[src/rtl/ami_channel_scheduler.sv]
// Weighted round-robin arbiter sharing one AMI channel among app streams.
// Optional per-app grant counters are built when AMI_SCHED_STATS_EN is defined.
module ami_channel_scheduler #(
  parameter int NUM_APPS        = 4,
  parameter int APP_BITS        = 2,
  parameter int WEIGHT_BITS     = 4,
  parameter int CREDIT_BITS     = 6,
  parameter int MAX_OUTSTANDING = 32
) (
  input  logic                            clk,
  input  logic                            rst,
  input  logic [NUM_APPS-1:0]             app_enable,
  input  logic [NUM_APPS-1:0]             req_valid,
  output logic [NUM_APPS-1:0]             req_grant,
  output logic                            out_valid,
  output logic [APP_BITS-1:0]             out_app,
  input  logic                            out_ready,
  input  logic                            resp_done,
  input  logic [APP_BITS-1:0]             resp_app,
  input  logic                            cfg_wr,
  input  logic [APP_BITS-1:0]             cfg_app,
  input  logic [WEIGHT_BITS-1:0]          cfg_weight,
  output logic                            credit_err,
  output logic [NUM_APPS*CREDIT_BITS-1:0] outstanding_flat,
  input  logic [APP_BITS-1:0]             stat_sel,
  output logic [31:0]                     stat_count
);

  localparam logic [CREDIT_BITS-1:0] CAP =
    CREDIT_BITS'(MAX_OUTSTANDING);

  logic [APP_BITS-1:0]    ptr;
  logic [WEIGHT_BITS-1:0] quota_left;
  logic [CREDIT_BITS-1:0] out_cnt [NUM_APPS];
  logic [WEIGHT_BITS-1:0] weight  [NUM_APPS];

  logic [NUM_APPS-1:0] elig;
  logic [NUM_APPS-1:0] resp_hit;
  logic [NUM_APPS-1:0] cnt_zero;
  logic                cont;
  logic                found;
  logic [APP_BITS-1:0] winner;
  logic [APP_BITS-1:0] idx;
  logic                accept;

  // Per-app eligibility and response decode
  always_comb begin
    elig     = '0;
    resp_hit = '0;
    cnt_zero = '0;
    for (int i = 0; i < NUM_APPS; i++) begin
      elig[i] = app_enable[i] & req_valid[i]
              & (out_cnt[i] < CAP);
      resp_hit[i] = resp_done
                  & (resp_app == APP_BITS'(i));
      cnt_zero[i] = (out_cnt[i] == '0);
    end
  end

  // Winner: keep the owner while quota lasts, else scan from ptr+1
  always_comb begin
    cont   = elig[ptr] & (quota_left != '0);
    found  = cont;
    winner = ptr;
    idx    = '0;
    if (!cont) begin
      // descending scan so the nearest index after ptr wins
      for (int k = NUM_APPS; k >= 1; k--) begin
        idx = APP_BITS'((int'(ptr) + k) % NUM_APPS);
        if (elig[idx]) begin
          found  = 1'b1;
          winner = idx;
        end
      end
    end
  end

  // Outputs are forced quiet while reset is held
  always_comb begin
    out_valid = found & ~rst;
    out_app   = out_valid ? winner : '0;
    accept    = out_valid & out_ready;
    req_grant = accept ? (NUM_APPS'(1) << winner) : '0;
  end

  // Turn pointer and remaining quantum
  always_ff @(posedge clk or posedge rst) begin
    if (rst) begin
      ptr        <= APP_BITS'(NUM_APPS - 1);
      quota_left <= '0;
    end else if (accept) begin
      if (cont) begin
        quota_left <= quota_left - 1'b1;
      end else begin
        ptr        <= winner;
        quota_left <= weight[winner] - 1'b1;
      end
    end
  end

  // Quantum table; a zero weight still grants once per turn
  always_ff @(posedge clk or posedge rst) begin
    if (rst) begin
      for (int i = 0; i < NUM_APPS; i++)
        weight[i] <= WEIGHT_BITS'(1);
    end else if (cfg_wr) begin
      weight[cfg_app] <= (cfg_weight == '0)
                       ? WEIGHT_BITS'(1) : cfg_weight;
    end
  end

  // Outstanding credits and sticky underflow flag
  always_ff @(posedge clk or posedge rst) begin
    if (rst) begin
      for (int i = 0; i < NUM_APPS; i++)
        out_cnt[i] <= '0;
      credit_err <= 1'b0;
    end else begin
      for (int i = 0; i < NUM_APPS; i++) begin
        if (req_grant[i] & ~resp_hit[i])
          out_cnt[i] <= out_cnt[i] + 1'b1;
        else if (resp_hit[i] & ~req_grant[i]
                 & ~cnt_zero[i])
          out_cnt[i] <= out_cnt[i] - 1'b1;
      end
      if (|(resp_hit & ~req_grant & cnt_zero))
        credit_err <= 1'b1;
    end
  end

  for (genvar g = 0; g < NUM_APPS; g++) begin : g_flat
    assign outstanding_flat[g*CREDIT_BITS +: CREDIT_BITS]
      = out_cnt[g];
  end

`ifdef AMI_SCHED_STATS_EN
  logic [31:0] stat_cnt [NUM_APPS];

  // Free-running grant counters, wrap at 2**32
  always_ff @(posedge clk or posedge rst) begin
    if (rst) begin
      for (int i = 0; i < NUM_APPS; i++)
        stat_cnt[i] <= '0;
    end else begin
      for (int i = 0; i < NUM_APPS; i++)
        if (req_grant[i])
          stat_cnt[i] <= stat_cnt[i] + 32'd1;
    end
  end

  assign stat_count = stat_cnt[stat_sel];
`else
  logic unused_stat_sel;

  assign unused_stat_sel = ^stat_sel;
  assign stat_count      = '0;
`endif

endmodule

[config.mk]
export PLATFORM = sky130hd
export DESIGN_NAME = ami_channel_scheduler
export DESIGN_NICKNAME = d
export VERILOG_FILES = /design/src/rtl/ami_channel_scheduler.sv
export SDC_FILE = /design/constraint.sdc
export NUM_CORES = 1
export LEC_CHECK = 0
export CAP_MARGIN = 30
export CORE_UTILIZATION = 35
export DETAILED_ROUTE_END_ITERATION = 8
export SKIP_LAST_GASP = 1
export SLEW_MARGIN = 20
export SYNTH_ARGS = -nofsm -noshare
export SYNTH_HDL_FRONTEND = slang
export SYNTH_SLANG_ARGS = --single-unit
[constraint.sdc]
create_clock -name clk -period 7.05 [get_ports clk]
set_clock_uncertainty 0.2 [all_clocks]
set_input_delay 1.0575 -clock clk [delete_from_list [all_inputs] [get_ports clk]]
set_output_delay 1.0575 -clock clk [all_outputs]
set_load 0.02 [all_outputs]
==> metrics.txt, run 1 <==
slowest CP cell=clkdlybuf4s50_1; CTS resizes=0; synth top area cells=dfrtp_1 29%, buf_4 7.3%, ha_1 6.0%, mux2_2 5.4%, dfstp_2 4.5%; worst vdd ir=174 uV; Slew headroom=52.7%; status=complete, no violations; root buffer cell=clkbuf_8; Die Y=102 um; Skew-Pair Late Insertion Delay=310 ps; commonest cells in the netlist=41 x dfrtp_1, 34 x buf_4, 33 x nand2_1; post-synth top area cell=dfrtp_1; routed wire length=7600 um; max cap viols=0; placed insts=535; max-slew violations=0; f_max=197 MHz; largest net degree at the start of global routing=34; drt first pass iters=4; input/output buffers=52; final cell count without fillers=543; global routing usage on met3=between 2 and 3%; setup tns final=0 ps; initial antenna violation count=0; Wirelength per Cell=14.0 um; most common cell in the synthesized netlist=dfrtp_1; M1 GR Usage=21.5%; Initial DRC Count=87; CP peak stage delay=620 ps; final setup vio count=0; Residual DRC=0; Rows=36; Hold Vio Cnt, Final=0; Layout Area Growth over Synthesis=18.0%; Cell variety after synth=67; R2R setup slack=around 2800 ps; Congestion Overflow GR=0; clock sink count=between 40 and 50; Slew @ Worst Pin=708 ps; clk slew on worst S/H paths=approximately 100 ps; first-pass GRT wire length=between 10000 and 15000 um; Syn Inst Count=360; nets=approximately 450; overall global routing resource usage=15.7%; leakage=about 1.8 nW; worst path required time=5790 ps; synthesized flop and latch total=47; I/O Pins=87; Routed Antenna Nets=0; crit path kind=input pin to output port; placeable core area=a little under 0.01 mm^2; asr flop ratio synth=100%; post-layout min period=~5100 ps; Syn Area/Cell=9.77 um^2; Placer Congestion=0.753; Clock Path Buffers=2; number of flops mapped to enable cells by yosys=0; DP HPWL=5890 um; hold crit path type=flop to flop; dominant synthesized flop cell=dfrtp_1; CTS Hold Bufs=0; RSZ-0062 raised after global routing=false; most used cell, CP=clkdlybuf4s50_1; CP endpoint kind=output port; crit path DAT=3820 ps; final cell utilization of the core=about 42%; TritonCTS clock tree=yes; number of global-route vias before repair=roughly 2600; Synth Cell Area=0.00352 mm^2; Die W=slightly above 100 um; # diodes=0; CP max FO=17; power density over the cells=448 mW/mm^2; layout cells sized above 1=11.7%; Startpoint Class=input pin; mean number of vias per cell=4.88; GRT Max-Usage Layer=met2; Die ar.=0.0105 mm^2; initial core utilization=a little over a third; met2 Use GR=25.3%; H-tree levels=2; Cell Chain, Critical Path=clkdlybuf4s50_1 -> nand3b_1 -> mux2i_1 -> a31oi_4 -> nand4b_4 -> xnor2_4 -> and3_1 -> clkdlybuf4s50_1; sequential fraction of the synthesis area=33.7%; period utilization=72.0%; post-CTS setup buffers=0; Synth Warn #=0; CTS Buf Count=5; via count=~2700; Synth top area share=29.2%
[cell usage in the layout (no fill, tap or decap), types with 3 or more instances in the layout]
cell,count
mux2i_1,7
clkbuf_8,5
a21o_1,10
nand3_1,6
xnor2_1,16
mux2_1,3
a31oi_1,3
inv_1,14
and2_1,3
nand2b_1,3
mux2_2,17
conb_1,32
a21oi_1,23
fa_1,4
nor2_1,19
nand3b_1,4
nor3_1,4
dfstp_2,6
o21ai_0,16
dfrtp_1,41
ha_1,17
and3b_1,4
nand2_1,33
o21bai_1,4
xor2_1,10
nor4_1,7
clkdlybuf4s50_1,52
[critical path: cells and delay by family]
family	cells	cell delay, ps
buffers and inverters	2	1060
AND/OR/NAND/NOR	3	670
XOR/XNOR	1	490
AO/OA/AOI/OAI	1	350
multiplexers	1	180
[state kept, by name, indices dropped and copies added (netlist names)]
| signal | count |
|---|---|
| quota_left | 4 |
| ptr | 2 |
| credit_err | 1 |
| weight | 16 |
| outstanding_flat | 24 |
[cell families (layout without fill, tap and decap cells)]
| family | after synthesis | in the layout | share of synthesized area, % |
|---|---|---|---|
| other cells | 1 | 32 | 0.107 |
| simple gates | 101 | 101 | 16.5 |
| mux | 27 | 27 | 8.40 |
| xor+xnor | 27 | 27 | 7.26 |
| compound gates | 79 | 79 | 15.8 |
| flops | 47 | 47 | 33.7 |
| buf+inv | 57 | 76 | 9.96 |
| fa+ha+maj | 21 | 21 | 8.32 |
[per-stage QoR]
step / power, mW / cell area (um^2) / hold slack [ps] / worst slack [ps]
6_report: 1.86 / 4150 / 288 / 1970
5_1_grt: 2.02 / 4150 / 307 / 1820
4_1_cts: 1.88 / 4150 / 293 / 1980
3_5_place_dp: 1.66 / 4030 / 277 / 1930
3_3_place_gp: 1.62 / 4030 / 269 / 1990
2_1_floorplan: 1.35 / 3630 / 260 / 2750
[where the power goes]
part / switching [mW] / total [mW] / internal [mW] / leakage [nW]
combinational: 0.590 / 1.13 / 0.536 / 1.16
sequential: 0.141 / 0.522 / 0.381 / 0.547
clock: 0.105 / 0.212 / 0.108 / 0.0587
total: 0.835 / 1.86 / 1.03 / 1.76
[layer usage]
layer,part of all wire [%],routed length (um),vias to the layer above
met1,49,3740,1271
met3,3.2,240,4
li1,-,-,1314
met2,47,3550,61
met4,1.0,76,0
met5,0,0,-
[area by class of cell]
cell class | count | area [um^2]
fill | 994 | 5620
timing repair buffer | 53 | 528
clock buffer | 5 | 68.8
sequential | 47 | 1180
clock inverter | 3 | 47.5
inverter | 15 | 56.3
tap | 133 | 166
multi-input combinational | 287 | 2100
[worst paths after layout]
kind                                           start                                to  cells past startpoint
min in group asynchronous                        rst            weight[10]$_DFFE_PP0P_                      2
hold reg to reg                weight[4]$_DFFE_PP1P_             weight[4]$_DFFE_PP1P_                      2
setup / recovery                       app_enable[3]                      req_grant[0]                      8
hold / removal                 weight[4]$_DFFE_PP1P_             weight[4]$_DFFE_PP1P_                      2
setup reg to reg           quota_left[3]$_DFFE_PP0N_  outstanding_flat[23]$_DFFE_PP0P_                     15
max in group asynchronous                        rst            credit_err$_DFFE_PP0P_                      3
No activity file was read; power rests on OpenSTA's default activity.
==> inputs of run 2 (changes only) <==
Clock period 7.05 ns to 4.1 ns, I/O delays scaled along.
==> run 2 against run 1 <==
  * Die area unchanged
  * Register-to-register slack worse by 2500 ps
  * Worst hold slack improved by 13 ps
  * Wire length rose by 2.0%
  * Total power grew 80%
  * Count of clock-buffer cells in the layout stayed put
  * Combinational power rose by 89%
  * Clock power up 48%
  * Final cell count increased by 6.8%
  * Utilization up 2.9 points
  * Via count increased by 5.1%
  * Critical path depth is 2 higher
  * Highest routed layer unchanged
==> metrics.txt, run 2 (synthesized netlist as in run 1, its figures left out) <==
input/output buffers=between 50 and 60; DP HPWL=6060 um; final cell utilization of the core=45.4%; reg2reg start=quota_left[3]$_DFFE_PP0N_; clk slew on worst S/H paths=110 ps; Congestion Overflow GR=0; fillers=945; Die Y=102 um; post-layout min period=just under 4000 ps; Placed Area=0.00431 mm^2; nets=between 400 and 500; Clock Path Buffers=2; TritonCTS clock tree=yes; max cap viols=0; status=complete, no violations; Die ar.=~0.010 mm^2; # diodes=0; CP max FO=7; initial antenna violation count=0; sequential cell area=roughly 0.0012 mm^2; initial core utilization=roughly 36%; Final Instance Area=0.00443 mm^2; Final Power=3.36 mW; Slew @ Worst Pin=746 ps; Slew headroom=49.9%; Routed Antenna Nets=0; Rows=36; crit path DAT=3120 ps; worst path required time=3280 ps; Multi-input gate area=0.00212 mm^2; Initial DRC Count=between 80 and 90; worst vdd ir=around 430 uV; CTS Hold Bufs=0; most frequent cells in the layout=51 x clkdlybuf4s50_1, 41 x dfrtp_1, 37 x buf_4, 33 x nand2_1, 32 x conb_1; overall global routing resource usage=15.8%; Placer Congestion=0.850; Largest register FFs=24; max-slew violations=0; f_max=between 200 and 300 MHz; PnR worst setup slack=168 ps; commonest non-fill, non-tap cell in the layout=clkdlybuf4s50_1; period utilization=95.9%; R2R setup slack=between 200 and 300 ps; final setup vio count=0; placeable core area=0.00977 mm^2; I/O Pins=87; hold crit path type=flop to flop; via count=2784; routed wl met3=~230 um; Die W=slightly above 100 um; mean number of vias per cell=between 4 and 5; Startpoint Class=input pin; power density over the cells=757 mW/mm^2; clock sink count=47; routed wire length=7750 um; wl on met1=3870 um; drt first pass iters=4; Residual DRC=0; beginning of the critical path=req_valid[1]; H-tree levels=2; number of global-route vias before repair=2629; Wirelength per Cell=~13 um; hold slack=between 300 and 400 ps; largest net degree at the start of global routing=29; crit path kind=input pin to output port; layout cells sized above 1=20.1%; RSZ-0062 raised after global routing=true; top routing layer in use=met4; setup tns final=0 ps; hold path startpoint=weight[8]$_DFFE_PP1P_; final cell count without fillers=580; root buffer cell=clkbuf_8; Skew-Pair Late Insertion Delay=310 ps; Hold Vio Cnt, Final=0; Layout Area Growth over Synthesis=26.1%; leakage=between 1.5 and 2 nW; placed insts=572; post-CTS setup buffers=0; CTS Buf Count=5; first-pass GRT wire length=about 13000 um; CP endpoint kind=output port; pre-CTS WS=-190 ps; met2 WL=3550 um
-- run 2: changes by cell type in the layout (fill, tap and decap cells not counted), sizes merged --
| cell | change |
|---|---|
| buf | +37 |
| bufinv | -1 |
| clkdlybuf4s50 | -1 |
| clkinv | -1 |
| clkinvlp | +1 |
| dlygate4sd2 | +1 |
| inv | +1 |
-- run 2: layer usage --
layer	global-route usage, %	up-vias
li1	-	1392
met1	22.1	1322
met2	25.5	64
met3	2.19	6
met4	4.40	0
met5	0	-
-- run 2: repair_timing --
action                                  in CTS  in global routing
endpoints found under the hold margin        0                  0
resized for setup                            1                  6
endpoints found under the setup margin       1                  8
pin swaps                                    0                  1
-- run 2: layout make-up --
type	count	share of cell area, %
Clock buffer	5	1.55
Clock inverter	3	0.621
Inverter	15	1.27
Multi-Input combinational cell	287	47.9
Sequential cell	47	26.7
Tap cell	133	3.75
Timing Repair Buffer	90	18.2
-- run 2: final timing paths --
kind	end	cells after the start
min reg2reg	weight[8]$_DFFE_PP1P_	2
max	req_grant[0]	10
max reg2reg	outstanding_flat[10]$_DFFE_PP0P_	12
min in group asynchronous	outstanding_flat[7]$_DFFE_PP0P_	2
min	weight[8]$_DFFE_PP1P_	2
max in group asynchronous	ptr[0]$_DFFE_PP1P_	3
-- run 2: report_power, final --
group          internal [mW]  leakage, nW  switching, mW
combinational           1.09         1.34           1.05
clock                  0.127       0.0467          0.186
sequential             0.656        0.547          0.248
total                   1.88         1.93           1.48
-- run 2: worst max-delay path, stage by stage --
cell and delay [ps]:
clkdlybuf4s50_1 490, buf_4 110, nand4b_1 190, buf_4 200, a21o_1 170, a21oi_1 190
a21o_1 140, buf_4 170, and3_1 220, clkdlybuf4s50_1 620
==> inputs of run 3 (changes only) <==
Settings changed: CORE_MARGIN from default to 2, CORE_UTILIZATION 35 to 45, PLACE_DENSITY from default to 0.74.
Clock period 4.1 ns to 4.25 ns, I/O delays scaled along.
==> run 3 against run 2 <==
  * Sequential share of layout area up 0.66 points
  * Register-to-register slack better by 110 ps
  * Die area decreased by 18%
  * Setup slack better by 40 ps
  * Via count grew 1.3%
  * Design area is 2.4% lower
  * Worst hold slack lost 13 ps
  * Critical path type unchanged
  * Critical endpoint is now req_grant[3]
==> metrics.txt, run 3 (synthesized netlist as in run 1, its figures left out) <==
most frequent cells in the layout=50 x clkdlybuf4s50_1, 41 x dfrtp_1, 33 x nand2_1, 32 x conb_1, 26 x buf_4; leakage=1.92 nW; Hold Vio Cnt, Final=0; clock sink count=47; setup tns final=0 ps; via count=between 2000 and 3000; reg2reg start=quota_left[3]$_DFFE_PP0N_; hold crit path type=flop to flop; routed wire length=7580 um; worst path required time=about 3400 ps; Skew-Pair Late Insertion Delay=310 ps; pre-CTS WS=-101 ps; crit path DAT=3210 ps; hold path startpoint=credit_err$_DFFE_PP0P_; most used cell, CP=clkdlybuf4s50_1; hold path cells=1; H-tree levels=2; Initial DRC Count=130; Die Y=92.4 um; Rows=32; period utilization=95.1%; max cap viols=0; Startpoint Class=input pin; Final Instance Area=approximately 0.0043 mm^2; Die ar.=0.00854 mm^2; post-CTS setup buffers=0; first-pass GRT wire length=12700 um; slowest CP cell=clkdlybuf4s50_1; placeable core area=0.00765 mm^2; Clock Path Buffers=2; power density over the cells=754 mW/mm^2; I/O Pins=87; Congestion Overflow GR=0; status=complete, no violations; Layout Area Growth over Synthesis=23.0%; final setup vio count=0; Placed Area=0.00418 mm^2; DP HPWL=around 5900 um; Die W=92.4 um; nets=478; initial antenna violation count=0; mean number of vias per cell=approximately 5.3; CP peak stage delay=680 ps; f_max=247 MHz; root buffer cell=clkbuf_8; Largest register FFs=24; final cell utilization of the core=between 50% and 60%; layout cells sized above 1=16.8%; CP endpoint kind=output port; PnR worst setup slack=207 ps; Wirelength per Cell=14.1 um; Routed Antenna Nets=0; worst vdd ir=384 uV; final cell count without fillers=537; commonest non-fill, non-tap cell in the layout=clkdlybuf4s50_1; clk slew on worst S/H paths=90 ps; Final Power=3.26 mW; placed insts=529; Slew @ Worst Pin=617 ps; number of global-route vias before repair=~2700; hold slack=289 ps; largest net degree at the start of global routing=48; overall global routing resource usage=between 10% and 20%; drt first pass iters=5; Residual DRC=0; fillers=666; CP max FO=10; RSZ-0062 raised after global routing=false; Cell Chain, Critical Path=clkdlybuf4s50_1 -> and3b_1 -> nor4_1 -> a41oi_1 -> nand4b_4 -> xnor2_4 -> buf_4 -> nor3_1 -> clkdlybuf4s50_1; crit path kind=input pin to output port; input/output buffers=52; post-layout min period=4040 ps; # diodes=0; TritonCTS clock tree=yes; Placer Congestion=about 0.91; Slew headroom=58.5%; beginning of the critical path=req_valid[1]; worst reg2reg path depth=16; CTS Buf Count=5; initial core utilization=46.0%; max-slew violations=0
-- run 3: report_power, final --
group | switching, mW | internal [mW]
Clock | 0.155 | 0.235
Combinational | 1.00 | 1.00
Sequential | 0.232 | 0.633
-- run 3: worst max-delay path, delay by kind of cell --
family,cells,cell delay (ps)
AOI/OAI and AO/OA,1,310
xor gates and xnor gates,1,150
buffers and inverters,3,1350
and+or+nand+nor,4,740
-- run 3: what timing repair did --
item                                    in CTS  in global routing
gates resized for setup                      0                  3
hold buffers                                 0                  0
endpoints found under the setup margin       0                  3
-- run 3: area by class of cell --
class / instances / area (um^2) / area share [%]
inverters: 15 / 56.3 / 1.30
flip-flops and latches: 47 / 1180 / 27.4
multi-input cells: 287 / 2110 / 48.7
repair buffers: 78 / 721 / 16.7
well taps: 102 / 128 / 2.95
clock inverters: 2 / 60.1 / 1.39
clock buffers: 6 / 72.6 / 1.68
-- run 3: final timing paths --
check / to / slack [ps]
max: req_grant[3] / 210
min: credit_err$_DFFE_PP0P_ / 290
max reg2reg: outstanding_flat[23]$_DFFE_PP0P_ / 380
min reg2reg: credit_err$_DFFE_PP0P_ / 290
max in group asynchronous: weight[15]$_DFFE_PP0P_ / 2810
min in group asynchronous: outstanding_flat[13]$_DFFE_PP0P_ / 640
-- run 3: layer usage --
metal | part of all wire (%) | wire length, um | vias up | global-route usage [%]
met1 | 46 | 3520 | 1375 | 24.7
met3 | 3.9 | 294 | 6 | 4.48
met4 | 1.1 | 82 | 0 | 5.10
met2 | 49 | 3680 | 74 | 29.7
met5 | 0 | 0 | - | 0
li1 | - | - | 1365 | -
